## config.mk

```make
export PLATFORM = sky130hd
export DESIGN_NAME = regfile_wb_arbiter
export DESIGN_NICKNAME = d
export VERILOG_FILES = /design/src/rtl/regfile_wb_arbiter_pkg.sv /design/src/rtl/regfile_wb_arbiter_scoreboard.sv /design/src/rtl/regfile_wb_arbiter.sv
export SDC_FILE = /design/constraint.sdc
export NUM_CORES = 1
export LEC_CHECK = 0
export BUFFER_PORTS_ARGS = -buffer_cell sky130_fd_sc_hd__buf_4
export CAP_MARGIN = 20
export CORE_ASPECT_RATIO = 1.4
export CORE_MARGIN = 10
export CORE_UTILIZATION = 39
export DETAILED_ROUTE_END_ITERATION = 8
export GPL_ROUTABILITY_DRIVEN = 0
export PLACE_DENSITY = 0.67
export RECOVER_POWER = 100
export SLEW_MARGIN = 20
export SYNTH_ARGS = -nofsm -noshare
export SYNTH_HDL_FRONTEND = slang
export SYNTH_SLANG_ARGS = --single-unit
```

## constraint.sdc

```tcl
create_clock -name clk -period 3.6 [get_ports clk]
set_input_delay 0.36 -clock clk [delete_from_list [all_inputs] [get_ports clk]]
set_output_delay 0.36 -clock clk [all_outputs]
set_load 0.02 [all_outputs]
```

## src/rtl/regfile_wb_arbiter_pkg.sv

```systemverilog
// Shared types for the register-file write-port arbiter.
// Register ids, operand data, writeback request bundle and counter widths.
package regfile_wb_arbiter_pkg;

    localparam int NUM_REGS             = 32;
    localparam int REG_ID_W             = 5;
    localparam int OP_W                 = 32;
    localparam int STARVE_W             = 4;
    localparam int STARVE_LIMIT_DEFAULT = 4;
    localparam int CNT_W_DEFAULT        = 2;

    typedef logic [REG_ID_W-1:0]      reg_id_t;
    typedef logic [OP_W-1:0]          op_t;
    typedef logic [STARVE_W-1:0]      starve_t;
    typedef logic [CNT_W_DEFAULT-1:0] pend_cnt_t;

    typedef struct packed {
        bit      valid;
        reg_id_t id;
        op_t     data;
    } wb_req_t;

    localparam wb_req_t WB_REQ_IDLE = '0;

endpackage

```

## src/rtl/regfile_wb_arbiter_scoreboard.sv

```systemverilog
// Per-register pending long-latency write counters.
// Produces reservation acceptance and decode RAW busy flags.
module wb_scoreboard
    import regfile_wb_arbiter_pkg::*;
#(
    parameter int CNT_W = CNT_W_DEFAULT
) (
    input  logic    clk,
    input  logic    rst,
    input  logic    mark_valid_i,
    input  reg_id_t mark_id_i,
    output logic    mark_ready_o,
    input  logic    dec_i,
    input  reg_id_t dec_id_i,
    input  reg_id_t rs_id_i,
    input  reg_id_t rt_id_i,
    output logic    rs_busy_o,
    output logic    rt_busy_o
);

    localparam logic [CNT_W-1:0] CNT_MAX = '1;
    localparam logic [CNT_W-1:0] CNT_ONE = CNT_W'(1);

    logic [CNT_W-1:0] cnt_q [NUM_REGS];
    logic [CNT_W-1:0] cnt_d [NUM_REGS];

    logic inc;
    logic dec;

    assign dec = dec_i & (dec_id_i != '0);

    // A retire to the same id frees a slot in the same cycle
    assign mark_ready_o = ~rst
                        & ((cnt_q[mark_id_i] != CNT_MAX)
                        | (dec & (dec_id_i == mark_id_i)));

    assign inc = mark_valid_i & mark_ready_o & (mark_id_i != '0);

    function automatic logic src_busy(
        input reg_id_t          id,
        input logic [CNT_W-1:0] cnt,
        input logic             dec_hit
    );
        logic last_retire;
        last_retire = dec_hit & (cnt == CNT_ONE);
        return (id != '0) & (cnt != '0) & ~last_retire;
    endfunction

    assign rs_busy_o = ~rst & src_busy(rs_id_i, cnt_q[rs_id_i],
                                       dec & (dec_id_i == rs_id_i));
    assign rt_busy_o = ~rst & src_busy(rt_id_i, cnt_q[rt_id_i],
                                       dec & (dec_id_i == rt_id_i));

    assign cnt_d[0] = '0;

    for (genvar g = 1; g < NUM_REGS; g++) begin : g_cnt
        logic inc_hit;
        logic dec_hit;
        logic [CNT_W-1:0] cur;

        assign cur     = cnt_q[g];
        assign inc_hit = inc & (mark_id_i == reg_id_t'(g));
        assign dec_hit = dec & (dec_id_i == reg_id_t'(g));

        always_comb begin
            cnt_d[g] = cur;
            if (inc_hit & ~dec_hit) begin
                cnt_d[g] = cur + CNT_ONE;
            end else if (dec_hit & ~inc_hit & (cur != '0)) begin
                cnt_d[g] = cur - CNT_ONE;
            end
        end
    end

    always_ff @(posedge clk or posedge rst) begin
        if (rst) begin
            for (int i = 0; i < NUM_REGS; i++) begin
                cnt_q[i] <= '0;
            end
        end else begin
            cnt_q <= cnt_d;
        end
    end

    // Retiring a register with nothing outstanding means the producer lost track
    dec_underflow: assert property (
        @(posedge clk) disable iff (rst)
        !(dec && (cnt_q[dec_id_i] == '0))
    );

endmodule

```

## src/rtl/regfile_wb_arbiter.sv

```systemverilog
// Shares the register file write port between pipeline writeback and the
// long-latency unit, with starvation guard and RAW scoreboard.
module regfile_wb_arbiter
    import regfile_wb_arbiter_pkg::*;
#(
    parameter int STARVE_LIMIT = STARVE_LIMIT_DEFAULT,
    parameter int CNT_W        = CNT_W_DEFAULT
) (
    input  logic    clk,
    input  logic    rst,
    input  logic    wb0_valid,
    input  reg_id_t wb0_id,
    input  op_t     wb0_data,
    output logic    wb0_ready,
    input  logic    wb1_valid,
    input  reg_id_t wb1_id,
    input  op_t     wb1_data,
    output logic    wb1_ready,
    input  logic    mark_valid,
    input  reg_id_t mark_id,
    output logic    mark_ready,
    input  reg_id_t rs_id,
    input  reg_id_t rt_id,
    output logic    rs_busy,
    output logic    rt_busy,
    output logic    enable_write,
    output reg_id_t write_id,
    output op_t     write_data
);

    localparam starve_t LIMIT   = starve_t'(STARVE_LIMIT);
    localparam starve_t STV_ONE = starve_t'(1);

    wb_req_t req0;
    wb_req_t req1;
    wb_req_t sel;

    starve_t starve_q;
    starve_t starve_d;

    logic force1;
    logic grant0;
    logic grant1;

    assign req0 = '{valid: wb0_valid, id: wb0_id, data: wb0_data};
    assign req1 = '{valid: wb1_valid, id: wb1_id, data: wb1_data};

    assign force1 = (starve_q == LIMIT);
    assign grant1 = ~rst & req1.valid & (force1 | ~req0.valid);
    assign grant0 = ~rst & req0.valid & ~grant1;

    assign wb0_ready = grant0;
    assign wb1_ready = grant1;

    always_comb begin
        starve_d = starve_q;
        if (!req1.valid || grant1) begin
            starve_d = '0;
        end else if (starve_q != LIMIT) begin
            starve_d = starve_q + STV_ONE;
        end
    end

    always_ff @(posedge clk or posedge rst) begin
        if (rst) begin
            starve_q <= '0;
        end else begin
            starve_q <= starve_d;
        end
    end

    always_comb begin
        sel = WB_REQ_IDLE;
        unique case (1'b1)
            grant1:  sel = req1;
            grant0:  sel = req0;
            default: sel = WB_REQ_IDLE;
        endcase
    end

    assign enable_write = sel.valid & (sel.id != '0);
    assign write_id     = sel.id;
    assign write_data   = sel.data;

    wb_scoreboard #(
        .CNT_W (CNT_W)
    ) u_scoreboard (
        .clk          (clk),
        .rst          (rst),
        .mark_valid_i (mark_valid),
        .mark_id_i    (mark_id),
        .mark_ready_o (mark_ready),
        .dec_i        (grant1),
        .dec_id_i     (wb1_id),
        .rs_id_i      (rs_id),
        .rt_id_i      (rt_id),
        .rs_busy_o    (rs_busy),
        .rt_busy_o    (rt_busy)
    );

endmodule

```

* Word-level counts from Yosys, hierarchy flattened
Index checks and enable logic that the tools add are counted.
Storage, ports and cells: word-level logic and storage cells 561, input port bits 94, flip-flop bits (word level) 66, output and inout bits 43
Cells by class: multiplexer cells 74, bitwise operators 247, equal/unequal tests 70, order comparisons 3, reductions and logical operators 72, add/sub/neg operators 63
Operator list (count):
- AND 1 bit | 175
- == test 5 bit (second input constant) | 32
- 2-to-1 mux 2 bit | 68
- nonzero test 2 bit | 65
- == test 5 x 4 -> 1 bit (second input constant) | 16
- case mux 38 bit (2 select lines) | 1
- NOT 1 bit | 67
- adder 2 x 1 -> 2 bit (second input constant) | 31
- subtractor 2 x 1 -> 2 bit (second input constant) | 31
- == test 5 x 3 -> 1 bit (second input constant) | 8
- binary-select mux 2 bit (select 5 bit) | 3
- nonzero test 5 bit | 5
- == test 5 x 2 -> 1 bit (second input constant) | 4
- greater-or-equal comparator 6 bit (second input constant) | 3
- NOT 5 -> 6 bit | 3
- == test 5 bit | 3
- == test 5 x 1 -> 1 bit (second input constant) | 2
- 2-to-1 mux 4 bit | 2
- adder 4 x 1 -> 4 bit (second input constant) | 1
- == test 2 x 1 -> 1 bit (second input constant) | 2
- == test 4 x 3 -> 1 bit (second input constant) | 1
- inequality test 4 x 3 -> 1 bit (second input constant) | 1
- inequality test 2 bit (second input constant) | 1
- bitwise OR 1 bit | 2
- 2 further kinds | 2

* Longest topological paths before layout
word-level depth 15, mapped depth 11, mapped depth without buffers 9

* By module
From an unflattened synthesis, not the netlist that was laid out.
Unflattened totals: cell total of the unflattened synthesis 690, area, all modules 6042.0 µm²
Modules (own cells, without submodules):
- wb_scoreboard | area an instance 5352.6 µm², cells each 610, instances 1, sequential area each 1551.5 µm²
- regfile_wb_arbiter | area an instance 689.4 µm², cells each 80, instances 1, sequential area each 100.1 µm²

* Worst setup path after synthesis
Ideal clock, no wire load.
path type input to output, start point input rst, end point output write_data[0], cell stages on the path 5, data arrival time 3.106 ns, path buffers 2, slack 0.134 ns, cell sequence inv_1 o211a_1 clkbuf_1 buf_1 a22o_1
On the way: cells in the longest elaborated chain, start to end 6, elaborated cells between the ends (all ways) 7, classes of those cells mux: 1; bitwise: 6
Ends and longest elaborated chain:
- from (decl) | line regfile_wb_arbiter.sv:10 | input logic rst,
- NOT 1 bit (*) | line regfile_wb_arbiter.sv:49, regfile_wb_arbiter.sv:50
- AND 1 bit (2 in series) | line regfile_wb_arbiter.sv:49 | assign grant1 = ~rst & req1.valid & (force1 | ~req0.valid);
- NOT 1 bit | line regfile_wb_arbiter.sv:50 | assign grant0 = ~rst & req0.valid & ~grant1;
- AND 1 bit (*) | line regfile_wb_arbiter.sv:50
- via wb0_ready | line regfile_wb_arbiter.sv:14 | output logic wb0_ready,
- case mux 38 bit (2 select lines) (*) | line regfile_wb_arbiter.sv:74 | unique case (1'b1)
- to (decl) | line regfile_wb_arbiter.sv:28 | output op_t write_data
The timed path passes the listed nets; every way through them passes the cells marked *.

* Worst setup path in the final report
start point register starve_q[0], end point output rt_busy
On the way: cells in the longest elaborated chain, start to end 9
Ends and longest elaborated chain:
- from (decl) | line regfile_wb_arbiter.sv:38 | starve_t starve_q;
- from (signal assigned) | line regfile_wb_arbiter.sv:68 | starve_q <= starve_d;
- == test 4 x 3 -> 1 bit | line regfile_wb_arbiter.sv:48 | assign force1 = (starve_q == LIMIT);
- bitwise OR 1 bit | line regfile_wb_arbiter.sv:49
- AND 1 bit | line regfile_wb_arbiter.sv:49
- AND 1 bit | line regfile_wb_arbiter_scoreboard.sv:30 | assign dec = dec_i & (dec_id_i != '0);
- AND 1 bit | line regfile_wb_arbiter_scoreboard.sv:52 | dec & (dec_id_i == rt_id_i));
- AND 1 bit | line regfile_wb_arbiter_scoreboard.sv:45 | last_retire = dec_hit & (cnt == CNT_ONE);
- NOT 1 bit | line regfile_wb_arbiter_scoreboard.sv:46 | return (id != '0) & (cnt != '0) & ~last_retire;
- AND 1 bit | line regfile_wb_arbiter_scoreboard.sv:46
- AND 1 bit | line regfile_wb_arbiter_scoreboard.sv:51 | assign rt_busy_o = ~rst & src_busy(rt_id_i, cnt_q[rt_id_i],
- to (decl) | line regfile_wb_arbiter.sv:25 | output logic rt_busy,
Every way passes these cells.

==> summary.log <==
[worst_setup_path] sequence of cells on the critical path inv_1 -> ha_1 -> nand3b_1 -> a211oi_4 -> a21boi_0 -> nand4_1 -> a211oi_1 -> nor3_1 -> clkbuf_1
[worst_setup_path] signal arrival time at the worst endpoint 2.87 ns
[worst_setup_path] total buffers and inverters traversed by the critical path 2
[timing] time the final worst path needs with I/O delays and setup 3.23 ns
[worst_setup_path] kind of critical path reg2out
[synthesis] synthesized-area fraction occupied by ao, oa, aoi and oai cells 22.5%
[clock_network] Post-CTS Setup Inserts 0
[timing] Clock Skews 0.00521 ns
[routing] routed wire length per instance 22.8 microns
[worst_setup_path] crit-path max FO 6
[synthesis] count of cell types in the netlist 70
[clock_network] CTS tree done
[synthesis] sequential cell area fraction in the yosys report 26.8%
[power] post-layout total power 3030 uW
[final_layout] count of nets after finishing 879
[power] Leakage Power 0.00316 uW
[timing] max-slew violations 68
[final_layout] growth of design area from synthesis to finish 20.2%
[routing] vias 6218
[floorplanning] initial core utilization 39.7%
[floorplanning] Core Box Area 15500 sq um
[synthesis] most instantiated flip-flop cell in the synthesis netlist dfrtp_1
[timing] maximum operating frequency 0.310 GHz
[synthesis] count of mapped cells out of synthesis 673
[synthesis] largest family of logic cells by synthesized area compound AO/OA/AOI/OAI gates
[hold_path] Worst Hold Launch wb1_valid
[routing] TritonRoute pass-1 iters 5
[floorplanning] Chip Height 169 microns
[hold_path] Hold/Removal Path Class in2reg
[final_layout] area taken by flip-flops and latches 1650 sq um
[floorplanning] number of I/O pins 137
[clock_network] cts repair resizes 0
[worst_setup_path] Data required, critical path 3.24 ns
[timing] worst-case headroom to the max-slew limit -42.2%
[global_route] initial antenna violation count 0
[synthesis] number of warnings issued by yosys 0
[flow_run] number of violations of the max-capacitance limit 2
[clock_network] Root Buffer clkbuf_16
[clock_network] total CTS buffers 9
[routing] initial DRC count 683
[clock_network] maximum level of the CTS H-tree 3
[outcome] violations in the final reports max-capacitance violations, max-slew violations
[global_route] largest net degree at the start of global routing 45
[synthesis] average cell area after synthesis 9.16 sq um
[routing] final routed DRC violation total 0
[synthesis] post-synthesis sequential element count 66
[final_layout] ANT cells 0
[worst_setup_path] Slowest Stage Delay on Critical Path 0.46 ns
[routing] drt total wl 22400 microns
[synthesis] xor and xnor fraction of the mapped netlist area 3.41%
[synthesis] Synth Cell Area 6170 sq um
[timing] share of the clock period used by the worst path 89.6%
[timing] unrepaired setup endpoints after global routing no
[clock_network] clock insertion delay at the later pin of the skew report 0.35 ns
[routing] count of antenna-violating nets left after detailed routing 0
[floorplanning] Rows 54
[synthesis] synthesized net count 769
[synthesis] share of cell area taken by muxes after synthesis 20.3%
[timing] final setup fails 0
[power] ratio of total power to cell area 408 nW/um^2
[global_route] sum of overflow across all layers after global routing 0
[worst_setup_path] startpoint of the most critical register-to-register path starve_q[0]$_DFFE_PP0P_
[global_route] number of global-route vias before repair 6026
[final_layout] Fill cells 1555
[placed_design] minimum setup slack after placement 0.493 ns
[worst_setup_path] CP Capture Type output pin
[routing] via/cell ratio 6.32
[clock_network] clock tree buffer depth 2
[timing] Final Hold Fails 0
[clock_network] number of hold-repair buffers added at the cts stage 0
[timing] slew of the pin with the lowest slew margin 2.13 ns
[clock_network] Sink Count 66
[final_layout] fin cells 984
[worst_setup_path] Critical-path top delay cell a21boi_0
[synthesis] share of synthesized registers carrying an async set or reset 100%
[placed_design] estimated wirelength of the detail-placed design 16900 microns
[floorplanning] die area 21300 sq um
[placed_design] placed cell count 968
[timing] Setup TNS 0 ns
[global_route] global-route total usage across every layer 20.2%
[synthesis] simple-gate area share of the yosys netlist 21.6%
[floorplanning] width of the die 126 microns
[worst_setup_path] kind of start point of the critical path flip-flop
[worst_setup_path] cell type group with the largest total delay on the critical path compound AO/OA/AOI/OAI gates
[global_route] first-pass GRT wire length 34400 microns
[synthesis] fraction of the mapped netlist area in adder cells 0.406%
[final_layout] area occupied by multi-input gates 4180 sq um
[worst_setup_path] launching element of the worst setup path starve_q[0]$_DFFE_PP0P_
[synthesis] Post-synth EDFFs 0
[clock_network] post-CTS clock slew at the launch and capture registers of the worst setup and hold paths 0.06 ns
[placed_design] Port Buf Inserts 136
[power] worst voltage drop across the vdd grid 235 uV
[final_layout] share of post-route cells with drive strength above 1 21.4%
[outcome] run status finished with violations
[timing] final critical-path setup slack 0.373 ns
[power breakdown]
part           internal [uW]  switching, uW  leakage, uW
clock                    679            362     0.000163
sequential               866            206     0.000777
combinational            446            467      0.00222
[Yosys cell counts, drive strengths merged, types with 3 or more instances]
cell	count	area (sq um)
nor2	54	203
a21boi	5	41.3
o211a	3	30.0
nand2	44	165
mux2	8	93.8
a211oi	24	180
xor2	12	105
and3	16	105
or2	6	37.5
a22o	40	350
nor4	7	43.8
buf	19	123
and2	7	43.8
o311a	3	30.0
o22a	4	35.0
xnor2	12	105
nand2b	8	50.1
clkbuf	26	97.6
nand4	15	93.8
o21ai	51	255
mux2i	7	70.1
o211ai	4	35.0
o21a	12	90.1
a31oi	7	43.8
a21oi	24	120
nand3	37	185
mux4	47	1080
or3	11	83.8
nor2b	11	68.8
inv	24	90.1
dfrtp	66	1650
a22oi	5	42.5
o21bai	5	37.5
nor3	19	110
nand4b	3	26.3
[worst min-delay path: stages]
cell,delay (ns)
buf_4,0.08
nand2b_1,0.10
nor2_1,0.11
[cell families after synthesis]
logic type | count (synthesis)
and+or+nand+nor | 251
DFF | 66
AOI/OAI and AO/OA | 199
buffers and inverters | 69
muxes | 62
adders and majority gates | 2
xor gates and xnor gates | 24
[sequential cells by signal, indices dropped and copies added, names as in the netlist]
name                    cells
starve_q                    4
u_scoreboard.g_cnt.cur     62
[path summary, 6_finish.rpt]
path,end,slack (ns),depth (start not counted)
worst max-delay path,rt_busy,0.37,9
worst max register to register,u_scoreboard.g_cnt[23].cur[0]$_DFFE_PP0P_,0.42,10
worst min register to register,u_scoreboard.g_cnt[18].cur[0]$_DFFE_PP0P_,0.55,1
worst min-delay path,starve_q[1]$_DFFE_PP0P_,0.35,3
max in group asynchronous,u_scoreboard.g_cnt[25].cur[0]$_DFFE_PP0P_,1.29,3
min in group asynchronous,u_scoreboard.g_cnt[1].cur[0]$_DFFE_PP0P_,0.83,3
[stage by stage]
| stage | hold slack [ns] | utilization [%] | cell area (sq um) |
|---|---|---|---|
| 3_3_place_gp | 0.526 | 46.9 | 7280 |
| 2_1_floorplan | 0.481 | - | 6170 |
| 3_5_place_dp | 0.538 | 46.9 | 7280 |
| 6_report | 0.347 | 47.7 | 7410 |
| 5_1_grt | 0.369 | 47.7 | 7410 |
| 4_1_cts | 0.192 | 49.1 | 7630 |
[layout by cell type, fill, tap and decap left out, types with 19 or more instances in the layout]
master    instances
clkbuf_1         48
a22o_1           40
mux4_2           40
nor2_1           54
nand2_1          44
nor3_1           19
a21oi_1          24
buf_4            96
inv_1            24
nand3_1          37
o21ai_0          50
a211oi_1         23
dfrtp_1          66
[routing by layer]
layer	vias up	track usage [%]	part of all wire [%]
li1	2830	-	-
met1	3042	22.9	38
met2	269	35.3	52
met3	77	2.97	5.0
met4	0	11.7	5.2
met5	-	0	0
[area by class of cell]
| type | count | share of cell area (%) |
|---|---|---|
| tap | 196 | 3.31 |
| multi-input combinational | 538 | 56.4 |
| timing repair buffer | 144 | 12.2 |
| clock buffer | 10 | 3.09 |
| sequential | 66 | 22.3 |
| inverter | 24 | 1.22 |
| clock inverter | 6 | 1.55 |
(Power assumes the default switching activity.)
